[config.mk]
export PLATFORM = sky130hd
export DESIGN_NAME = mesi_snoop_bus_ctrl
export DESIGN_NICKNAME = d
export VERILOG_FILES = /design/src/rtl/mesi_snoop_bus_ctrl.sv
export SDC_FILE = /design/constraint.sdc
export NUM_CORES = 1
export LEC_CHECK = 0
export CORE_ASPECT_RATIO = 1.75
export CORE_MARGIN = 2
export CORE_UTILIZATION = 35
export CTS_CLUSTER_SIZE = 8
export DETAILED_ROUTE_END_ITERATION = 6
export GPL_ROUTABILITY_DRIVEN = 0
export GPL_TIMING_DRIVEN = 1
export MAX_ROUTING_LAYER = met4
export PLACE_DENSITY = 0.81
export SYNTH_ARGS = -nofsm -noshare
export SYNTH_HDL_FRONTEND = slang
export SYNTH_SLANG_ARGS = --single-unit
[constraint.sdc]
create_clock -name clk -period 2.5 [get_ports clk]
set_input_delay 0.25 -clock clk [delete_from_list [all_inputs] [get_ports clk]]
set_output_delay 0.25 -clock clk [all_outputs]
set_load 0.05 [all_outputs]
[src/rtl/mesi_snoop_bus_ctrl.sv]
// Shared-bus controller for MESI caches: round-robin arbitration, snoop broadcast,
// response collection, write-back/fill sequencing. Optional watchdog: MESI_BUS_TIMEOUT_EN.
module mesi_snoop_bus_ctrl #(
    parameter int N_CACHES    = 4,
    parameter int ADDR_W      = 32,
    parameter int TIMEOUT_CYC = 64
) (
    input  logic                         clk,
    input  logic                         rstb,
    input  logic [N_CACHES-1:0]          req_valid,
    input  logic [2*N_CACHES-1:0]        req_type,
    input  logic [ADDR_W*N_CACHES-1:0]   req_addr,
    output logic [N_CACHES-1:0]          grant,
    output logic                         snoop_valid,
    output logic [1:0]                   snoop_type,
    output logic [ADDR_W-1:0]            snoop_addr,
    output logic [N_CACHES-1:0]          snoop_src,
    input  logic [N_CACHES-1:0]          C_resp,
    input  logic [N_CACHES-1:0]          flush_resp,
    output logic                         mem_wr_req,
    input  logic                         mem_wr_ack,
    output logic                         mem_rd_req,
    input  logic                         mem_rd_ack,
    output logic [N_CACHES-1:0]          done,
    output logic                         shared,
    output logic                         bus_err
);

    localparam int IDX_W = (N_CACHES > 1) ? $clog2(N_CACHES) : 1;
    localparam int CW    = IDX_W + 1;
    localparam logic [N_CACHES-1:0] ONE_N = {{(N_CACHES-1){1'b0}}, 1'b1};

    localparam logic [2:0] ST_IDLE  = 3'd0;
    localparam logic [2:0] ST_SNOOP = 3'd1;
    localparam logic [2:0] ST_RESP  = 3'd2;
    localparam logic [2:0] ST_WB    = 3'd3;
    localparam logic [2:0] ST_MEM   = 3'd4;
    localparam logic [2:0] ST_DONE  = 3'd5;

    logic [2:0]          state_q, state_d;
    logic [IDX_W-1:0]    rr_q, rr_d;
    logic [IDX_W-1:0]    win_q, win_d;
    logic [1:0]          type_q, type_d;
    logic [ADDR_W-1:0]   addr_q, addr_d;
    logic                shared_q, shared_d;

    logic                arb_hit_s;
    logic [IDX_W-1:0]    arb_idx_s;
    logic [CW-1:0]       cand_s;
    logic [N_CACHES-1:0] win_oh_s;
    logic [N_CACHES-1:0] mask_c_s;
    logic [N_CACHES-1:0] mask_f_s;
    logic                ack_s;

`ifdef MESI_BUS_TIMEOUT_EN
    logic [7:0]          cnt_q, cnt_d;
    logic                err_q, err_d;

    function automatic logic multi_hot(input logic [N_CACHES-1:0] v);
        return |(v & (v - ONE_N));
    endfunction
`endif

    assign win_oh_s = ONE_N << win_q;
    assign mask_c_s = C_resp & ~win_oh_s;
    assign mask_f_s = flush_resp & ~win_oh_s;
    assign ack_s    = (state_q == ST_WB) ? mem_wr_ack : mem_rd_ack;

    // Round-robin search: lowest offset from rr_q wins, so scan offsets high to low.
    always_comb begin
        arb_hit_s = 1'b0;
        arb_idx_s = '0;
        cand_s    = '0;
        for (int i = N_CACHES - 1; i >= 0; i--) begin
            cand_s = {1'b0, rr_q} + CW'(i);
            if (cand_s >= CW'(N_CACHES)) begin
                cand_s = cand_s - CW'(N_CACHES);
            end else begin
                cand_s = cand_s;
            end
            if (req_valid[cand_s[IDX_W-1:0]]) begin
                arb_hit_s = 1'b1;
                arb_idx_s = cand_s[IDX_W-1:0];
            end else begin
                arb_hit_s = arb_hit_s;
            end
        end
    end

    // Transaction sequencing and latching of the winning request.
    always_comb begin
        state_d  = state_q;
        rr_d     = rr_q;
        win_d    = win_q;
        type_d   = type_q;
        addr_d   = addr_q;
        shared_d = shared_q;
`ifdef MESI_BUS_TIMEOUT_EN
        cnt_d    = cnt_q;
        err_d    = err_q;
`endif
        case (state_q)
            ST_IDLE: begin
                if (arb_hit_s) begin
                    win_d   = arb_idx_s;
                    type_d  = req_type[2*arb_idx_s +: 2];
                    addr_d  = req_addr[ADDR_W*arb_idx_s +: ADDR_W];
                    rr_d    = (arb_idx_s == IDX_W'(N_CACHES - 1)) ? '0 : arb_idx_s + IDX_W'(1);
                    state_d = ST_SNOOP;
                end else begin
                    state_d = ST_IDLE;
                end
            end
            ST_SNOOP: state_d = ST_RESP;
            ST_RESP: begin
                shared_d = (type_q == 2'b01) && ((mask_c_s | mask_f_s) != '0);
`ifdef MESI_BUS_TIMEOUT_EN
                cnt_d = 8'd0;
                if (multi_hot(mask_f_s)) begin
                    err_d = 1'b1;
                end else begin
                    err_d = err_q;
                end
`endif
                if (mask_f_s != '0) begin
                    state_d = ST_WB;
                end else if ((type_q == 2'b01) || (type_q == 2'b10)) begin
                    state_d = ST_MEM;
                end else begin
                    state_d = ST_DONE;
                end
            end
            ST_WB, ST_MEM: begin
                if (ack_s) begin
                    state_d = ST_DONE;
                end else begin
`ifdef MESI_BUS_TIMEOUT_EN
                    if (cnt_q == 8'(TIMEOUT_CYC - 1)) begin
                        state_d  = ST_DONE;
                        shared_d = 1'b0;
                        err_d    = 1'b1;
                    end else begin
                        cnt_d = cnt_q + 8'd1;
                    end
`else
                    state_d = state_q;
`endif
                end
            end
            ST_DONE: state_d = ST_IDLE;
            default: state_d = ST_IDLE;
        endcase
    end

    // State and latched transaction fields.
    always_ff @(posedge clk or negedge rstb) begin
        if (!rstb) begin
            state_q  <= ST_IDLE;
            rr_q     <= '0;
            win_q    <= '0;
            type_q   <= 2'b00;
            addr_q   <= '0;
            shared_q <= 1'b0;
        end else begin
            state_q  <= state_d;
            rr_q     <= rr_d;
            win_q    <= win_d;
            type_q   <= type_d;
            addr_q   <= addr_d;
            shared_q <= shared_d;
        end
    end

`ifdef MESI_BUS_TIMEOUT_EN
    // Watchdog counter and sticky error flag.
    always_ff @(posedge clk or negedge rstb) begin
        if (!rstb) begin
            cnt_q <= 8'd0;
            err_q <= 1'b0;
        end else begin
            cnt_q <= cnt_d;
            err_q <= err_d;
        end
    end
    assign bus_err = err_q;
`else
    assign bus_err = 1'b0;
`endif

    assign grant       = (state_q != ST_IDLE)  ? win_oh_s : '0;
    assign snoop_valid = (state_q == ST_SNOOP);
    assign snoop_type  = (state_q == ST_SNOOP) ? type_q : 2'b00;
    assign snoop_addr  = (state_q == ST_SNOOP) ? addr_q : '0;
    assign snoop_src   = (state_q == ST_SNOOP) ? win_oh_s : '0;
    assign mem_wr_req  = (state_q == ST_WB);
    assign mem_rd_req  = (state_q == ST_MEM);
    assign done        = (state_q == ST_DONE)  ? win_oh_s : '0;
    assign shared      = (state_q == ST_DONE) && shared_q;

endmodule

==> results.sh <==
export IMPL_cpLargestDelayFamily="buffers and inverters"
export IMPL_clockRootBuffer="clkbuf_16"
export IMPL_grt_ovfl_total=0
export IMPL_routed_wl_um=12600
export IMPL_synth_edff_count=0
export IMPL_ctsLongestPathBuffers=2
export IMPL_antenna_found_initial=0
export IMPL_path_max_fanout=30
export IMPL_finalCriticalPeriod_ps=2320
export IMPL_worst_path_largest_cell_delay_ps=450
export IMPL_htree_levels=2
export IMPL_clock_sinks=42
export IMPL_viasPerCell=5.61
export IMPL_worstMarginPinSlew_ps=960
export IMPL_post_route_period_util=0.929
export IMPL_cp_depth=6
export IMPL_crit_chain="inv_1 -> or3_1 -> inv_1 -> buf_12 -> and2_1 -> buf_12"
export IMPL_rows=46
export IMPL_grt_pass1_wl_um=19000
export IMPL_report_power_total_w=0.00656
export IMPL_drv_slew=0
export IMPL_tns_ps=0
export IMPL_routed_via_count=3781
export IMPL_grt_start_max_net_pins=43
export IMPL_skew_ps=7.52
export IMPL_postCtsHoldBufs=0
export IMPL_die_area_sq_mm=0.00999
export IMPL_avgSynthCellArea_sq_um=8.93
export IMPL_initial_core_util=0.358
export IMPL_clkTransAtPathRegs_ps=60
export IMPL_yosys_warnings=0
export IMPL_synth_fp_nets=513
export IMPL_synth_seq_area_share=0.327
export IMPL_slew_headroom=0.360
export IMPL_status="complete, no violations"
export IMPL_ir_worst_vdd_v=0.000623
export IMPL_grt_setup_unrepaired="no"
export IMPL_hold_class="in -> async"
export IMPL_p_leak_nw=2.46
export IMPL_cts_tree="built"
export IMPL_grt_use_total=0.249
export IMPL_synth_area_leaders="dfrtp_1 (33%), a221o_1 (11%), mux2_4 (8.4%), and2_1 (6.6%), a21oi_1 (5.8%)"
export IMPL_cap_viol_max_count=0
export IMPL_synth_flop_cell="dfrtp_1"
export IMPL_crit_path_end_kind="output pin"
export IMPL_clock_fmax_mhz=431
export IMPL_final_layout_size_suffix_gt1_frac=0.177
export IMPL_first_iter_violations=170
export IMPL_antennaDiodeCount=0
export IMPL_synth_top_area_share=0.327
export IMPL_worstSetupPathType="reg -> out"
export IMPL_r2r_cells=6
export IMPL_final_nets=706
export IMPL_ys_types=39
export IMPL_hpwl_um=9590
export IMPL_finalNonFillerCells=674
export IMPL_synthArstFlopShare=1.00
export IMPL_syn_inst=360
export IMPL_drt_pass1_iterations=4
export IMPL_port_buffers=201
export IMPL_critPathBufInv=4
export IMPL_wl_per_cell_um=18.6
export IMPL_postPlaceCellArea_sq_mm=0.00576
export IMPL_fin_area_sq_mm=0.00590
export IMPL_critPathSlowestCell="dfrtp_1"
export IMPL_placed_cells=666
export IMPL_drc=0
export IMPL_final_util=0.658
export IMPL_numCtsBuffers=5
export IMPL_clk_latency_ps=290
export IMPL_die_h_um=131
export IMPL_cp_required_ps=2250
export IMPL_synth_top_cell_by_area="dfrtp_1"
export IMPL_core_area_sq_mm=0.00898
export IMPL_layout_area_overhead_vs_synth_pct=83.8
export IMPL_die_w_um=76.4
export IMPL_syn_cell_area_sq_mm=0.00321
export IMPL_ant_nets=0
export IMPL_crit_arrival_ps=2070
export IMPL_setup_viol=0
export IMPL_grt_pass1_vias=4013
export IMPL_ios=203
export IMPL_yosys_register_bits=42
export IMPL_p_per_area_mw_per_mm2=1110
export IMPL_cp_start_kind="flop"
export IMPL_hold_viol_final=0
-- power by group --
group / leakage [nW] / switching, W / internal [W]
combinational: 1.87 / 0.00250 / 0.00215
clock: 0.0739 / 0.000266 / 0.000396
sequential: 0.520 / 0.000241 / 0.00102
-- metrics by stage --
stage	hold WS, ps	worst slack [ps]
5_1_grt	211	37.2
3_5_place_dp	460	148
6_report	107	177
4_1_cts	158	6.43
2_1_floorplan	-45.6	286
3_3_place_gp	448	193
-- sequential cells by signal (all words and copies together), names as in the netlist --
name and flops:
addr_q 32, rr_q 2, shared_q 1, state_q 3, type_q 2, win_q 2
-- cell families after synthesis --
family / Yosys count / share of synthesized area
adders and majority gates: 1 / 0.00389
buffers and inverters: 38 / 0.0541
muxes: 37 / 0.151
AOI/OAI and AO/OA: 123 / 0.264
xor gates and xnor gates: 1 / 0.00273
and+or+nand+nor: 117 / 0.196
DFF: 42 / 0.327
other: 1 / 0.00117
-- cells in the mapped netlist, drive strengths merged, types with 2 or more instances --
library cell	instances
o211ai	3
or2	2
inv	6
a221o	34
or3	2
dfrtp	42
nor2	18
a31o	2
buf	8
o32a	2
a21oi	37
nand2	11
and2	34
or4	3
nand3	35
nand2b	6
mux2	37
a31oi	2
clkbuf	24
o21a	3
o21ai	37
nor3	3
-- worst reg2reg max path, cell delays in order, from the launching register on --
cell and delay [ps]:
dfrtp_1 420, nand2b_1 230, o221ai_1 360, o21a_1 230, nor2_2 120, buf_12 190
a221o_1 320
-- area by class of cell --
| type | count | area [sq um] |
|---|---|---|
| timing repair buffer | 218 | 2530 |
| clock buffer | 7 | 143 |
| clock inverter | 1 | 5.00 |
| multi-input combinational | 280 | 2000 |
| tap | 120 | 150 |
| fill | 725 | 3070 |
| sequential | 42 | 1050 |
| inverter | 6 | 22.5 |
-- per-layer routing --
layer  vias to the layer above  track usage  wire length (um)
li1                       1727            -                 -
met1                      1810        0.221              4100
met2                       197        0.483              7120
met3                        47       0.0453               704
met4                         0        0.153               629
met5                         -            -                 0
-- layout by cell type, fill, tap and decap left out, types with 2 or more instances in the layout --
| master | instances |
|---|---|
| o21a_1 | 3 |
| clkdlybuf4s50_1 | 156 |
| dlygate4sd2_1 | 6 |
| and2_1 | 34 |
| o21ai_0 | 37 |
| nor2_1 | 17 |
| nand2_1 | 10 |
| a21oi_1 | 36 |
| or4_1 | 2 |
| or3_1 | 2 |
| mux2_2 | 9 |
| or2_2 | 2 |
| nand3_1 | 35 |
| a31o_2 | 2 |
| o211ai_1 | 2 |
| nand2b_1 | 6 |
| mux2_4 | 18 |
| mux2_1 | 10 |
| buf_4 | 14 |
| clkbuf_16 | 5 |
| dfrtp_1 | 42 |
| o32a_1 | 2 |
| a221o_1 | 34 |
| inv_1 | 6 |
| nor3_1 | 3 |
| buf_12 | 39 |
| dlymetal6s2s_1 | 2 |
-- repair_timing --
action | in CTS | in global routing
setup endpoints to repair | 6 | 2
gates resized for setup | 6 | 2
setup buffers | 0 | 0
-- final timing paths --
path	from	slack, ps	end
setup / recovery	state_q[0]	180	snoop_addr[14]
hold / removal	rstb	110	addr_q[4]
min in group clk	addr_q[25]	500	addr_q[25]
hold reg to reg	addr_q[25]	500	addr_q[25]
max in group asynchronous	rstb	1780	win_q[0]
setup reg to reg	rr_q[1]	500	addr_q[21]
(Power assumes the default switching activity.)
